`src/rtl/debounce_pkg.sv`:
```
// debounce_pkg: shared constants and helpers for the switch debounce bank.
//   DEFAULT_DEBOUNCE_LIMIT : 10 ms at 25 MHz
//   DEFAULT_HOLD_LIMIT     : 1 s at 25 MHz
//   DEFAULT_SYNC_STAGES    : synchroniser depth
//   clog2(v)               : bits needed to count 0..v-1 (never less than 1)
package debounce_pkg;

  localparam int DEFAULT_DEBOUNCE_LIMIT = 250000;
  localparam int DEFAULT_HOLD_LIMIT     = 25000000;
  localparam int DEFAULT_SYNC_STAGES    = 2;

  // Counter widths are taken as clog2(LIMIT+1); a minimum of one bit keeps
  // the HOLD_LIMIT=0 (disabled) case from producing a zero-width vector.
  function automatic int clog2(input int v);
    int w;
    w = 1;
    while ((64'(1) << w) < 64'(v)) w++;
    return w;
  endfunction

endpackage

```
`src/rtl/debounce_bank_if.sv`:
```
// debounce_bank_if: switch inputs and debounced event outputs of the bank.
//   i_switch    : raw asynchronous switch levels, 1 = pressed
//   o_switch    : debounced level per channel
//   o_press     : one-cycle pulse on debounced 0->1
//   o_release   : one-cycle pulse on debounced 1->0
//   o_hold      : one-cycle pulse when a press has lasted HOLD_LIMIT cycles
//   o_any_event : OR of all press/release/hold bits
// master = switch source / event consumer, slave = the debounce bank.
interface debounce_bank_if #(
  parameter int N_CHANNELS = 4
);
  logic [N_CHANNELS-1:0] i_switch;
  logic [N_CHANNELS-1:0] o_switch;
  logic [N_CHANNELS-1:0] o_press;
  logic [N_CHANNELS-1:0] o_release;
  logic [N_CHANNELS-1:0] o_hold;
  logic                  o_any_event;

  modport master (
    output i_switch,
    input  o_switch, o_press, o_release, o_hold, o_any_event
  );

  modport slave (
    input  i_switch,
    output o_switch, o_press, o_release, o_hold, o_any_event
  );
endinterface

```
`src/rtl/debounce_channel.sv`:
```
// debounce_channel: one switch channel.
//   clock, reset : system clock, async active-high reset
//   raw          : asynchronous switch level
//   level        : debounced level
//   press, rel   : registered one-cycle pulses on debounced rise / fall
//   hold         : registered one-cycle pulse once a press lasts HOLD_LIMIT cycles
module debounce_channel
  import debounce_pkg::*;
#(
  parameter int DEBOUNCE_LIMIT = DEFAULT_DEBOUNCE_LIMIT,
  parameter int HOLD_LIMIT     = DEFAULT_HOLD_LIMIT,
  parameter int SYNC_STAGES    = DEFAULT_SYNC_STAGES
) (
  input  logic clock,
  input  logic reset,
  input  logic raw,
  output logic level,
  output logic press,
  output logic rel,
  output logic hold
);

  localparam int DW = clog2(DEBOUNCE_LIMIT + 1);
  localparam logic [DW-1:0] DB_LAST = DW'(DEBOUNCE_LIMIT - 1);

  // Synchroniser as a shift register; only the last stage is used.
  logic [SYNC_STAGES-1:0] sync_pipe;
  logic                   sync;

  assign sync = sync_pipe[SYNC_STAGES-1];

  always_ff @(posedge clock or posedge reset) begin
    if (reset) sync_pipe <= '0;
    else       sync_pipe <= {sync_pipe[SYNC_STAGES-2:0], raw};
  end

  // Debounce: count consecutive cycles where sync disagrees with level; any
  // agreeing cycle restarts the count, so glitches shorter than the limit die.
  logic [DW-1:0] db_cnt;
  logic          accept;

  assign accept = (sync != level) && (db_cnt == DB_LAST);

  always_ff @(posedge clock or posedge reset) begin
    if (reset) begin
      db_cnt <= '0;
      level  <= 1'b0;
      press  <= 1'b0;
      rel    <= 1'b0;
    end else begin
      // Pulses are registered alongside level so they coincide with it.
      press <= accept &  sync;
      rel   <= accept & ~sync;
      if (sync == level) begin
        db_cnt <= '0;
      end else if (accept) begin
        level  <= sync;
        db_cnt <= '0;
      end else begin
        db_cnt <= db_cnt + 1'b1;
      end
    end
  end

  // Hold detection: saturating press-duration counter.
  if (HOLD_LIMIT > 0) begin : g_hold
    localparam int HW = clog2(HOLD_LIMIT + 1);
    localparam logic [HW-1:0] HOLD_MAX  = HW'(HOLD_LIMIT);
    localparam logic [HW-1:0] HOLD_LAST = HW'(HOLD_LIMIT - 1);

    logic [HW-1:0] hold_cnt;

    always_ff @(posedge clock or posedge reset) begin
      if (reset) begin
        hold_cnt <= '0;
        hold     <= 1'b0;
      end else begin
        // Fires on the edge the counter reaches HOLD_MAX; saturation makes
        // this at most once per press.
        hold <= level && (hold_cnt == HOLD_LAST);
        if (!level)                   hold_cnt <= '0;
        else if (hold_cnt != HOLD_MAX) hold_cnt <= hold_cnt + 1'b1;
      end
    end
  end else begin : g_no_hold
    assign hold = 1'b0;
  end

endmodule

```
`src/rtl/debounce_bank.sv`:
```
// debounce_bank: N_CHANNELS independent switch debouncers with press,
// release and hold event pulses.
//   clock : system clock (rising edge)
//   reset : asynchronous active-high reset
//   bus   : debounce_bank_if slave port (i_switch in; o_switch, o_press,
//           o_release, o_hold, o_any_event out)
module debounce_bank
  import debounce_pkg::*;
#(
  parameter int N_CHANNELS     = 4,
  parameter int DEBOUNCE_LIMIT = DEFAULT_DEBOUNCE_LIMIT,
  parameter int HOLD_LIMIT     = DEFAULT_HOLD_LIMIT,
  parameter int SYNC_STAGES    = DEFAULT_SYNC_STAGES
) (
  input logic            clock,
  input logic            reset,
  debounce_bank_if.slave bus
);

  logic [N_CHANNELS-1:0] level;
  logic [N_CHANNELS-1:0] press;
  logic [N_CHANNELS-1:0] rel;
  logic [N_CHANNELS-1:0] hold;

  for (genvar i = 0; i < N_CHANNELS; i++) begin : g_ch
    debounce_channel #(
      .DEBOUNCE_LIMIT(DEBOUNCE_LIMIT),
      .HOLD_LIMIT    (HOLD_LIMIT),
      .SYNC_STAGES   (SYNC_STAGES)
    ) u_ch (
      .clock(clock),
      .reset(reset),
      .raw  (bus.i_switch[i]),
      .level(level[i]),
      .press(press[i]),
      .rel  (rel[i]),
      .hold (hold[i])
    );
  end

  assign bus.o_switch    = level;
  assign bus.o_press     = press;
  assign bus.o_release   = rel;
  assign bus.o_hold      = hold;
  // Combinational OR of registered pulses: clears with reset immediately.
  assign bus.o_any_event = |{press, rel, hold};

endmodule

```
`src/flat_wrapper.sv`:
```
// flat-port wrapper written by rule: the top's interface ports become plain ports
module debounce_bank_flat import debounce_pkg::*;
#(
  parameter int N_CHANNELS     = 4,
  parameter int DEBOUNCE_LIMIT = DEFAULT_DEBOUNCE_LIMIT,
  parameter int HOLD_LIMIT     = DEFAULT_HOLD_LIMIT,
  parameter int SYNC_STAGES    = DEFAULT_SYNC_STAGES
)
  (clock, reset, bus_i_switch, bus_o_switch, bus_o_press, bus_o_release, bus_o_hold, bus_o_any_event);
  debounce_bank_if #(.N_CHANNELS(N_CHANNELS)) bus_i ();
  input logic clock;
  input logic reset;
  input wire logic [$bits(bus_i.i_switch)-1:0] bus_i_switch;
  output wire logic [$bits(bus_i.o_switch)-1:0] bus_o_switch;
  output wire logic [$bits(bus_i.o_press)-1:0] bus_o_press;
  output wire logic [$bits(bus_i.o_release)-1:0] bus_o_release;
  output wire logic [$bits(bus_i.o_hold)-1:0] bus_o_hold;
  output wire logic [$bits(bus_i.o_any_event)-1:0] bus_o_any_event;
  assign bus_i.i_switch = bus_i_switch;
  assign bus_o_switch = bus_i.o_switch;
  assign bus_o_press = bus_i.o_press;
  assign bus_o_release = bus_i.o_release;
  assign bus_o_hold = bus_i.o_hold;
  assign bus_o_any_event = bus_i.o_any_event;
  debounce_bank #(.N_CHANNELS(N_CHANNELS), .DEBOUNCE_LIMIT(DEBOUNCE_LIMIT), .HOLD_LIMIT(HOLD_LIMIT), .SYNC_STAGES(SYNC_STAGES)) u_core (.clock(clock), .reset(reset), .bus(bus_i));
endmodule
```
`config.mk`:
```
export PLATFORM = sky130hd
export DESIGN_NAME = debounce_bank_flat
export DESIGN_NICKNAME = d
export VERILOG_FILES = /design/src/rtl/debounce_pkg.sv /design/src/rtl/debounce_bank_if.sv /design/src/rtl/debounce_channel.sv /design/src/rtl/debounce_bank.sv /design/src/flat_wrapper.sv
export SDC_FILE = /design/constraint.sdc
export NUM_CORES = 1
export LEC_CHECK = 0
export ABC_CLOCK_PERIOD_IN_PS = 4000
export CORE_UTILIZATION = 55
export CTS_BUF_LIST = sky130_fd_sc_hd__clkbuf_8
export CTS_CLUSTER_DIAMETER = 80
export DETAILED_ROUTE_END_ITERATION = 6
export GPL_TIMING_DRIVEN = 0
export PLACE_DENSITY = 0.68
export SYNTH_ARGS = -nofsm -noshare
export SYNTH_HDL_FRONTEND = slang
export SYNTH_HIERARCHICAL = 1
export SYNTH_SLANG_ARGS = --single-unit
```
`constraint.sdc`:
```
create_clock -name clock -period 4 [get_ports clock]
set_input_delay 0.6 -clock clock [delete_from_list [all_inputs] [get_ports clock]]
set_output_delay 0.6 -clock clock [all_outputs]
set_load 0.1 [all_outputs]
```
# After elaboration in Yosys (flattened, before gate mapping)
# Cells that the tools add are included.
[op_classes]
add_sub_neg = 8
n_mux = 16
reduce_logical = 13
eq_ne = 24
bitwise_logic = 16
[op_table]
columns = ["op", "n"]
rows = [
  ["2-to-1 mux 25 bit", 8],
  ["2-to-1 mux 18 bit", 8],
  ["adder 25 x 1 -> 25 bit (second input constant)", 4],
  ["equality test 25 bit (second input constant)", 4],
  ["!= test 25 bit (second input constant)", 4],
  ["adder 18 x 1 -> 18 bit (second input constant)", 4],
  ["equality test 18 bit (second input constant)", 4],
  ["OR reduction 12 bit", 1],
  ["AND 1 bit", 8],
  ["logical AND 1 bit", 8],
  ["!= test 2 x 1 -> 1 bit (second input constant)", 4],
  ["NOT 1 bit", 8],
  ["AND reduction 2 bit", 4],
  ["equality test 1 bit", 4],
  ["!= test 1 bit", 4],
]
[totals]
elab_cells = 105
out_inout_bits = 17
reg_bits = 196
input_bits = 6

# Logic depth before layout (Yosys ltp)
# Gate-level depths: netlist (run 1).
[logic_depth]
word_depth = 4
depth_mapped = 6
mapped_depth_nobuf = 5

# Cells and area by module
# The synthesis (run 1) kept the hierarchy.
[modules_own_cells]
columns = ["module", "instances", "area_each_um2", "cells_per_inst", "seq_area_each_um2"]
rows = [
  ["debounce_channel", 4, 2416.1, 246, 1226.2],
  ["debounce_bank", 1, 23.8, 4, 0.0],
]

# Worst setup path before layout (run 1)
# No wires, ideal clock.
[synth_path]
path_type = "reg-to-output"
start = "reg u_core.g_ch[3].u_ch.rel"
end = "out bus_o_any_event"
path_slack_ns = 1.512
path_stages_with_launch = 3
path_buffers = 0
arrival_ns = 1.888
required_ns = 3.400
cell_sequence = "dfrtp_1 -> nor4_1 -> nand3_1"
[synth_via]
elab_chain_cells = 1
[synth_lines]
columns = ["item", "line", "source"]
rows = [
  ["start: declaration", "debounce_channel.sv:19", "output logic rel,"],
  ["start signal: assignment", "debounce_channel.sv:53", "rel <= accept & ~sync;"],
  ["OR reduction 12 bit", "debounce_bank.sv:46", "assign bus.o_any_event = |{press, rel, hold};"],
  ["end: declaration", "flat_wrapper.sv:18", "output wire logic [$bits(bus_i.o_any_event)-1:0] bus_o_any_event;"],
]
# Every way passes these cells.

# Worst setup path in the final report (run 1)
[layout_path]
start = "reg u_core.g_ch[3].u_ch.hold"
end = "out bus_o_any_event"
[layout_via]
elab_chain_cells = 1
[layout_lines]
columns = ["item", "line", "source"]
rows = [
  ["start: declaration", "debounce_channel.sv:20", "output logic hold"],
  ["start signal: assignment", "debounce_channel.sv:80", "hold <= level && (hold_cnt == HOLD_LAST);"],
  ["OR reduction 12 bit", "debounce_bank.sv:46", ""],
]
# Every way passes these cells.

==> results.md, run 1 <==
* TritonCTS Buffers at 17
* Worst setup startpoint: u_core/g_ch[3].u_ch/hold
* Worst hold path type: flip-flop to flip-flop
* Initial antenna violation count at 0
* Register clock-pin slew on the reported worst setup and hold paths at 0.09 ns
* Share of cells above drive strength 1 at 7.93%
* Outcome: completed
* Power after layout at 3430 uW
* Combined area of the multi-input logic cells at 0.00457 mm^2
* Largest net degree at the start of global routing at 39
* Final setup vio count at 0
* Worst-path maximum fanout at 2
* DP HPWL at 13600 um
* Number of warnings issued by yosys at 6
* Post-Route Setup TNS at 0 ns
* RePlAce Congestion at 0.789
* Starting density of the core at 56.2%
* Standard cell core area at 0.0172 mm^2
* Number of stages on the worst setup path at 3
* Remaining Overflow, GRT at 0
* VDD IR max at 0.000287 V
* Largest clock skew in the final design at 0.0128 ns
* Number of clock sinks at 196
* Post-synthesis area per instance at 9.81 um^2
* Slowest cell on crit path: clkdlybuf4s50_1
* Delay of the slowest critical-path stage at 0.99 ns
* Data arrival time of the worst path at 2.58 ns
* First-iteration detailed-routing DRC count at 437
* Total vias in the final route at 7481
* # rows at 48
* Final cell count without fillers at 1271
* Vias in the first global route at 7177
* Wire length of the first global-routing pass at 34100 um
* Layout-stage area growth over the synthesis result at 10.3%
* Routed Antenna Nets at 0
* RSZ-0062 raised after global routing: false
* Crit Reg-Reg Startpoint: u_core/g_ch[0].u_ch/db_cnt[0]
* Static Leak at 0.00398 uW
* # resized after CTS at 0
* H-tree lvl count at 4
* TritonCTS clock tree: yes
* Number of cells after detailed placement at 1239
* Cell Chain, Critical Path: nor4_1 > nand3_1 > clkdlybuf4s50_1
* Number of buffers added for setup after CTS at 0
* Combined flip-flop and latch cell area at 0.00490 mm^2
* Total track usage at 23.3%
* Horizontal die dimension at 135 um
* CTS max path bufs at 2
* Startpoint type of the worst setup path: flip-flop
* Flip-flop and latch count after synthesis at 196
* Synth unique cells at 36
* Top Ports at 23
* Chip Height at 135 um
* Wire per inst at 15.3 um
* Maximum Capacitance Violations at 0
* Final Slew Violations at 0
* Share of the clock period used by the worst path after layout at 79.6%
* CTS Root Cell: clkbuf_8
* F_max at 314 MHz
* Setup crit end kind: output port
* Required time worst endpoint at 3.40 ns
* Last element of the critical path: bus_o_any_event
* Buffers added on ports at 22
* Sequential area share after synthesis at 50.6%
* Number of search-and-repair iterations in the first detailed-routing pass at 5
* Transition time of the tightest slew-check pin at 0.970 ns
* DRT Wirelength at 19400 um
* Gate count after technology mapping at 988
* Cts hold-fix bufs at 0
* Number of inserted diodes at 0
* Routed via count divided by cell count at 5.89
* Type of the worst setup path: flip-flop to output port
* Minimum period implied by the final worst setup slack at 3.18 ns
* Top Family by Delay on Critical Path: buffers and inverters
* Total DRC errors in the routed layout at 0
* Number of cells on the worst reg-to-reg path at 6
* Final hold violation count at 0
* Post-synth net total at 1006
* Worst hold slack after final layout at 0.360 ns
* Area of the die at 0.0181 mm^2
* Crit path buf inv count at 1
* Clock latency of the later-clocked register in the worst-skew pair at 0.46 ns
* Synthesized cell area at 0.00969 mm^2
* Critical R2R Capture: u_core/g_ch[0].u_ch/db_cnt[11]
* Fillers at 1418
* Final #Nets at 1051
* Power per Cell Area at 321 mW/mm^2
* Register-to-register path setup slack at 1.53 ns
* Relative max-transition margin at 35.1%
==> layer usage <==
metal | wire (um) | vias up | track usage [%]
li1 | - | 3694 | -
met3 | 555 | 18 | 4.43
met4 | 290 | 0 | 7.80
met2 | 9170 | 98 | 36.8
met1 | 9420 | 3671 | 32.4
met5 | 0 | - | 0
==> power breakdown <==
part	internal [uW]	total, uW	switching (uW)
clock network	651	1340	692
registers	1990	2010	13.9
logic	24.2	83.6	59.4
total	2670	3430	765
==> placed cells by master, fill, tap and decap left out, types with 8 or more instances in the layout <==
cell             instances
or3_1                   12
nand4b_1                 8
clkdlybuf4s50_1         22
nand3_1                 45
o31ai_1                 12
ha_1                    12
xor2_1                  60
nand3b_1                 8
clkbuf_1                24
nor4_1                  43
dfrtp_1                196
inv_1                   25
xnor2_1                 44
or3_2                   16
a21oi_1                 52
o21ai_0                 44
nand4_1                 68
nor2_1                 108
and4_1                  16
or4_1                   24
clkbuf_8                19
nand2_1                 68
nor3_1                  32
and3_1                  12
==> state kept, by name, summed over array words and instances, names as in the netlist <==
signal	cells
u_core/g_ch.u_ch/db_cnt	72
u_core/g_ch.u_ch/g_hold.hold_cnt	100
u_core/g_ch.u_ch/hold	4
u_core/g_ch.u_ch/level	4
u_core/g_ch.u_ch/press	4
u_core/g_ch.u_ch/rel	4
u_core/g_ch.u_ch/sync_pipe	8
==> worst min path at each step <==
stage,startpoint,end,depth (start not counted)
global route,u_core/g_ch[2].u_ch/sync_pipe[0],u_core/g_ch[2].u_ch/sync_pipe[1],0
floorplan,u_core/g_ch[0].u_ch/sync_pipe[0],u_core/g_ch[0].u_ch/sync_pipe[1],0
CTS,u_core/g_ch[2].u_ch/sync_pipe[0],u_core/g_ch[2].u_ch/sync_pipe[1],0
global placement,u_core/g_ch[2].u_ch/sync_pipe[0],u_core/g_ch[2].u_ch/sync_pipe[1],0
detailed placement,u_core/g_ch[2].u_ch/sync_pipe[0],u_core/g_ch[2].u_ch/sync_pipe[1],0
finish,u_core/g_ch[2].u_ch/sync_pipe[0],u_core/g_ch[2].u_ch/sync_pipe[1],0
==> layout make-up <==
class / instances / area share, %
Clock inverter: 13 / 1.46
Clock buffer: 19 / 2.45
Buffer: 28 / 1.03
Sequential cell: 196 / 45.9
Multi-Input combinational cell: 736 / 42.7
Timing Repair Buffer: 26 / 2.81
Tap cell: 225 / 2.63
Inverter: 28 / 0.983
==> cell families (layout without fill, tap and decap cells) <==
kind of cell    Yosys count  after routing  share of synthesized area, %
simple gates            496            496                          28.9
buf+inv                  56            114                          2.22
flops                   196            196                          50.6
xor+xnor                104            104                          9.40
mux                       8              8                         0.878
compound gates          116            116                          6.46
fa+ha+maj                12             12                          1.55
==> through the flow <==
stage / utilization (%) / worst slack, ns / instance area, um^2
after floorplan: - / 1.51 / 9690
after global placement: 59.1 / 1.05 / 10200
after detailed placement: 59.6 / 1.22 / 10300
after CTS: 62.0 / 0.702 / 10700
after global routing: 62.0 / 0.637 / 10700
final: 62.0 / 0.818 / 10700
==> synth_stat cells, drive strengths merged <==
| library cell | n | area (um^2) |
|---|---|---|
| a21oi | 52 | 260 |
| and2 | 4 | 25.0 |
| and3 | 12 | 75.1 |
| and3b | 4 | 35.0 |
| and4 | 20 | 180 |
| buf | 4 | 20.0 |
| clkbuf | 24 | 90.1 |
| dfrtp | 196 | 4900 |
| ha | 12 | 150 |
| inv | 28 | 105 |
| mux2 | 4 | 45.0 |
| mux2i | 4 | 40.0 |
| nand2 | 68 | 255 |
| nand3 | 49 | 295 |
| nand3b | 8 | 60.1 |
| nand4 | 68 | 425 |
| nand4b | 8 | 70.1 |
| nor2 | 108 | 405 |
| nor3 | 32 | 160 |
| nor3b | 4 | 30.0 |
| nor4 | 43 | 269 |
| nor4b | 4 | 35.0 |
| o21ai | 48 | 240 |
| o31a | 4 | 35.0 |
| o31ai | 12 | 90.1 |
| or2 | 4 | 25.0 |
| or3 | 28 | 195 |
| or4 | 28 | 215 |
| or4b | 4 | 40.0 |
| xnor2 | 44 | 385 |
| xor2 | 60 | 526 |
==> worst register-to-register path: cells and delay by family, from the launching register on <==
kind	cells	cell delay, ns
and+or+nand+nor	3	0.76
AOI/OAI and AO/OA	1	0.51
buffers and inverters	1	0.45
DFF	1	0.39
adders and majority gates	1	0.23
Note: power is estimated with default switching activity, not from simulation.
==> run 2: changes to the inputs <==
- ABC_CLOCK_PERIOD_IN_PS: 4000 -> 3000
- clock period: 4 -> 3 ns (I/O delays scaled with it)
==> results.md, run 2 (synthesis gave the netlist of run 1 again) <==
* Outcome: completed
* Register-to-register path setup slack at 0.53 ns
* Cell Chain, Critical Path: nor4_1 > nand3_1 > dlygate4sd2_1
* Fillers at 1419
* Layout-stage area growth over the synthesis result at 10.3%
* Area of the die at 0.0181 mm^2
* GR Util met2 at 36.8%
* Largest net degree at the start of global routing at 39
* Setup crit end kind: output port
* RePlAce Congestion at 0.789
* RSZ-0062 raised after global routing: false
* DP HPWL at 13600 um
* Wire per inst at 15.3 um
* Total track usage at 23.3%
* Horizontal die dimension at 135 um
* Share of cells above drive strength 1 at 7.93%
* Standard cell core area at 0.0172 mm^2
* Vias in the first global route at 7177
* Post-Route Setup TNS at 0 ns
* Leading cell types in the layout, fill and taps excluded: dfrtp_1, nor2_1, nand4_1, nand2_1, xor2_1
* First-iteration detailed-routing DRC count at 437
* VDD IR max at 0.000382 V
* Worst hold path type: flip-flop to flip-flop
* Transition time of the tightest slew-check pin at 0.970 ns
* Largest clock skew in the final design at 0.0137 ns
* Share of the clock period used by the worst path after layout at 88.3%
* Initial antenna violation count at 0
* Top flop regs: u_core/g_ch.u_ch/g_hold.hold_cnt x100, u_core/g_ch.u_ch/db_cnt x72, u_core/g_ch.u_ch/sync_pipe x8
* Combined area of the multi-input logic cells at 0.00457 mm^2
* Top Ports at 23
* F_max at 377 MHz
* Number of inserted diodes at 0
* Top Family by Delay on Critical Path: simple AND/OR/NAND/NOR gates
* Combined flip-flop and latch cell area at 0.00490 mm^2
* Total DRC errors in the routed layout at 0
* Power after layout at 4580 uW
* Final hold violation count at 0
* Startpoint type of the worst setup path: flip-flop
* Met1 usage at 32.4%
* Worst-path maximum fanout at 2
* Routed via count divided by cell count at 5.89
* Critical R2R Capture: u_core/g_ch[0].u_ch/db_cnt[11]
* TritonCTS clock tree: yes
* Most Crowded Layer GR: met2
* Cts hold-fix bufs at 0
* Wire length of the first global-routing pass at 34100 um
* Number of stages on the worst setup path at 3
* Final Slew Violations at 0
* Last element of the critical path: bus_o_any_event
* TritonCTS Buffers at 17
* Routed Antenna Nets at 0
* Clock latency of the later-clocked register in the worst-skew pair at 0.46 ns
* Final #Nets at 1051
* # rows at 48
* Buffers added on ports at 22
* Slowest cell on crit path: dlygate4sd2_1
* Data arrival time of the worst path at 2.20 ns
* Number of cells after detailed placement at 1239
* Maximum Capacitance Violations at 0
* Worst setup startpoint: u_core/g_ch[3].u_ch/hold
* Crit path buf inv count at 1
* Power per Cell Area at 429 mW/mm^2
* Final setup vio count at 0
* Met3 global-route usage at 4.43%
* DRT Wirelength at 19400 um
* Reg with most FFs: u_core/g_ch.u_ch/g_hold.hold_cnt
* Number of search-and-repair iterations in the first detailed-routing pass at 4
* Static Leak at 0.00398 uW
* Number of flip-flops under the largest register name at 100
* Delay of the slowest critical-path stage at 0.61 ns
* Most frequent standard cell in the layout excluding fill and tap cells: dfrtp_1
* Chip Height at 135 um
* Type of the worst setup path: flip-flop to output port
* Remaining Overflow, GRT at 0
* Required time worst endpoint at 2.55 ns
* Crit Reg-Reg Startpoint: u_core/g_ch[0].u_ch/db_cnt[0]
* Starting density of the core at 56.2%
* CTS max path bufs at 2
* Number of clock sinks at 196
* CTS Root Cell: clkbuf_8
* Relative max-transition margin at 35.1%
* H-tree lvl count at 4
* Total vias in the final route at 7481
* Register clock-pin slew on the reported worst setup and hold paths at 0.09 ns
* Final cell count without fillers at 1271
* Number of cells on the worst reg-to-reg path at 6
* Minimum period implied by the final worst setup slack at 2.65 ns
run 2: changes by cell type in the layout (fill, tap and decap cells not counted), sizes merged:
| cell | change |
|---|---|
| clkdlybuf4s50 | -1 |
| dlygate4sd2 | +1 |
run 2: routing by layer:
metal	part of all wire, %	wire (um)
met1	49	9470
met2	47	9150
met3	2.7	519
met4	1.5	290
met5	0	0
run 2: worst min-delay path by stage:
| stage | depth (start not counted) | end | start | slack [ns] |
|---|---|---|---|---|
| floorplan | 0 | u_core/g_ch[0].u_ch/sync_pipe[1] | u_core/g_ch[0].u_ch/sync_pipe[0] | 0.33 |
| global placement | 0 | u_core/g_ch[2].u_ch/sync_pipe[1] | u_core/g_ch[2].u_ch/sync_pipe[0] | 0.33 |
| detailed placement | 0 | u_core/g_ch[2].u_ch/sync_pipe[1] | u_core/g_ch[2].u_ch/sync_pipe[0] | 0.34 |
| CTS | 0 | u_core/g_ch[2].u_ch/sync_pipe[1] | u_core/g_ch[2].u_ch/sync_pipe[0] | 0.36 |
| global route | 0 | u_core/g_ch[2].u_ch/sync_pipe[1] | u_core/g_ch[2].u_ch/sync_pipe[0] | 0.37 |
| finish | 0 | u_core/g_ch[2].u_ch/sync_pipe[1] | u_core/g_ch[2].u_ch/sync_pipe[0] | 0.36 |
run 2: metrics by stage:
stage               util, %  instance area [um^2]  hold WS (ns)  worst slack (ns)
floorplan                 -                  9690         0.331             0.662
detailed placement     59.6                 10300         0.339             0.370
global route           62.0                 10700         0.365             0.173
finish                 62.0                 10700         0.360             0.350
global placement       59.1                 10200         0.333             0.199
CTS                    62.0                 10700         0.362             0.235
run 2: final cells by class:
class | count | share of cell area, %
plain buffers | 28 | 1.03
clock buffers | 19 | 2.45
clock inverters | 13 | 1.46
inverters | 28 | 0.983
multi-input cells | 736 | 42.7
flip-flops and latches | 196 | 45.9
well taps | 225 | 2.63
repair buffers | 26 | 2.80
run 2: timing repair:
action | in CTS | in global routing
setup endpoints to repair | 1 | 0
gates resized for setup | 1 | 0
buffers inserted | 0 | 0
run 2: report_power, final:
part,switching [uW],internal (uW)
registers,18.6,2660
logic,79.3,32.2
clock network,923,869
total,1020,3560
run 2: worst reg2reg max path, cell delays in order, from the launching register on:
cell	delay, ns
dfrtp_1	0.39
ha_1	0.23
nand3_1	0.14
or4_1	0.52
o21ai_1	0.51
clkbuf_1	0.45
nor2_1	0.10
==> run 3: changes to the inputs <==
- ABC_CLOCK_PERIOD_IN_PS: 3000 -> 2650
- clock period: 3 -> 2.65 ns (I/O delays scaled with it)
==> results.md, run 3 (synthesis gave the netlist of run 1 again) <==
* Type of the worst setup path: flip-flop to output port
* Reg with most FFs: u_core/g_ch.u_ch/g_hold.hold_cnt
* Worst hold path type: flip-flop to flip-flop
* Number of cells after detailed placement at 1239
* Starting density of the core at 56.2%
* F_max at 404 MHz
* Final hold violation count at 0
* Area of the die at 0.0181 mm^2
* Register clock-pin slew on the reported worst setup and hold paths at 0.09 ns
* RSZ-0062 raised after global routing: false
* Routed Antenna Nets at 0
* Chip Height at 135 um
* Wire per inst at 15.3 um
* Largest net degree at the start of global routing at 39
* VDD IR max at 0.000433 V
* Clock latency of the later-clocked register in the worst-skew pair at 0.46 ns
* Relative max-transition margin at 35.1%
* TritonCTS clock tree: yes
* Total non-filler cell area in the finished layout at 0.0107 mm^2
* Transition time of the tightest slew-check pin at 0.970 ns
* Data arrival time of the worst path at 2.08 ns
* Standard cell core area at 0.0172 mm^2
* Slowest cell on crit path: clkdlybuf4s50_1
* TritonCTS Buffers at 17
* Horizontal die dimension at 135 um
* Top flop regs: u_core/g_ch.u_ch/g_hold.hold_cnt x100, u_core/g_ch.u_ch/db_cnt x72, u_core/g_ch.u_ch/sync_pipe x8
* Share of cells above drive strength 1 at 8.13%
* Number of inserted diodes at 0
* Post-detailed-placement cell area at 0.0103 mm^2
* Maximum Capacitance Violations at 0
* Setup crit end kind: output port
* Vias in the first global route at 7177
* Total track usage at 23.3%
* Startpoint type of the worst setup path: flip-flop
* Total vias in the final route at 7487
* Buffers added on ports at 22
* Outcome: completed
* Routed via count divided by cell count at 5.89
* DP HPWL at 13600 um
* Most frequent standard cell in the layout excluding fill and tap cells: dfrtp_1
* RePlAce Congestion at 0.789
* Share of the clock period used by the worst path after layout at 93.5%
* Static Leak at 0.00399 uW
* Total DRC errors in the routed layout at 0
* DRT Wirelength at 19500 um
* Delay of the slowest critical-path stage at 1.17 ns
* Cell Chain, Critical Path: clkdlybuf4s50_1
* Wire length of the first global-routing pass at 34100 um
* First-iteration detailed-routing DRC count at 420
* Layout-stage area growth over the synthesis result at 10.4%
* Post-Route Setup TNS at 0 ns
* # rows at 48
* CTS max path bufs at 2
* Crit path buf inv count at 1
* Final #Nets at 1051
* Number of clock sinks at 196
* Top Ports at 23
* Final Slew Violations at 0
* Worst hold slack after final layout at 0.360 ns
* Leading cell types in the layout, fill and taps excluded: dfrtp_1, nor2_1, nand4_1, nand2_1, xor2_1
* Top Family by Delay on Critical Path: buffers and inverters
* Minimum period implied by the final worst setup slack at 2.48 ns
* CTS Root Cell: clkbuf_8
* Cts hold-fix bufs at 0
* H-tree lvl count at 4
* Final cell count without fillers at 1271
* Number of search-and-repair iterations in the first detailed-routing pass at 4
* Worst-path maximum fanout at 2
* Power per Cell Area at 485 mW/mm^2
* Final setup vio count at 0
* Initial antenna violation count at 0
* Largest clock skew in the final design at 0.0132 ns
* Number of flip-flops under the largest register name at 100
* Remaining Overflow, GRT at 0
* Required time worst endpoint at 2.25 ns
run 3: cell counts in the layout (fill, tap and decap cells not counted):
Identical to the previous run, type by type.
run 3: timing repair:
| item | 4_1_cts | 5_1_grt |
|---|---|---|
| cloned | 0 | 0 |
| endpoints found under the setup margin | 1 | 7 |
| gates resized for setup | 2 | 1 |
| setup buffers | 0 | 0 |
run 3: layout make-up:
class | count | area [um^2]
buffer | 28 | 110
clock buffer | 19 | 262
clock inverter | 13 | 156
fill | 1416 | 6540
inverter | 28 | 105
multi-input combinational | 736 | 4580
sequential | 196 | 4900
tap | 225 | 282
timing repair buffer | 26 | 299
run 3: through the flow:
| stage | power, uW | utilization, % | setup WS [ns] |
|---|---|---|---|
| 3_3_place_gp | 3200 | 59.1 | -0.0989 |
| 2_1_floorplan | 3160 | - | 0.365 |
| 6_report | 5180 | 62.1 | 0.173 |
| 4_1_cts | 5260 | 62.0 | 0.125 |
| 5_1_grt | 5410 | 62.1 | 0.0142 |
| 3_5_place_dp | 3220 | 59.6 | 0.0723 |
run 3: worst paths after layout:
kind / startpoint / end / slack [ns] / depth (start not counted)
max in group asynchronous: reset / u_core/g_ch[0].u_ch/db_cnt[17] / 1.67 / 3
setup / recovery: u_core/g_ch[3].u_ch/press / bus_o_press[3] / 0.17 / 1
setup reg to reg: u_core/g_ch[1].u_ch/db_cnt[0] / u_core/g_ch[1].u_ch/db_cnt[9] / 0.22 / 6
hold reg to reg: u_core/g_ch[2].u_ch/sync_pipe[0] / u_core/g_ch[2].u_ch/sync_pipe[1] / 0.36 / 0
min in group asynchronous: reset / u_core/g_ch[2].u_ch/db_cnt[14] / 0.41 / 2
hold / removal: u_core/g_ch[2].u_ch/sync_pipe[0] / u_core/g_ch[2].u_ch/sync_pipe[1] / 0.36 / 0
run 3: per-layer routing:
metal,vias to the layer above,wire [um],GRT usage [%]
li1,3690,-,-
met1,3695,9470,32.3
met2,86,9170,36.8
met3,16,524,4.43
met4,0,290,7.80
met5,-,0,0
run 3: power by group:
part           switching, uW  internal (uW)  total, uW
sequential              21.1           3010       3030
combinational           90.1           36.6        127
clock                   1040            984       2030
total                   1150           4030       5180
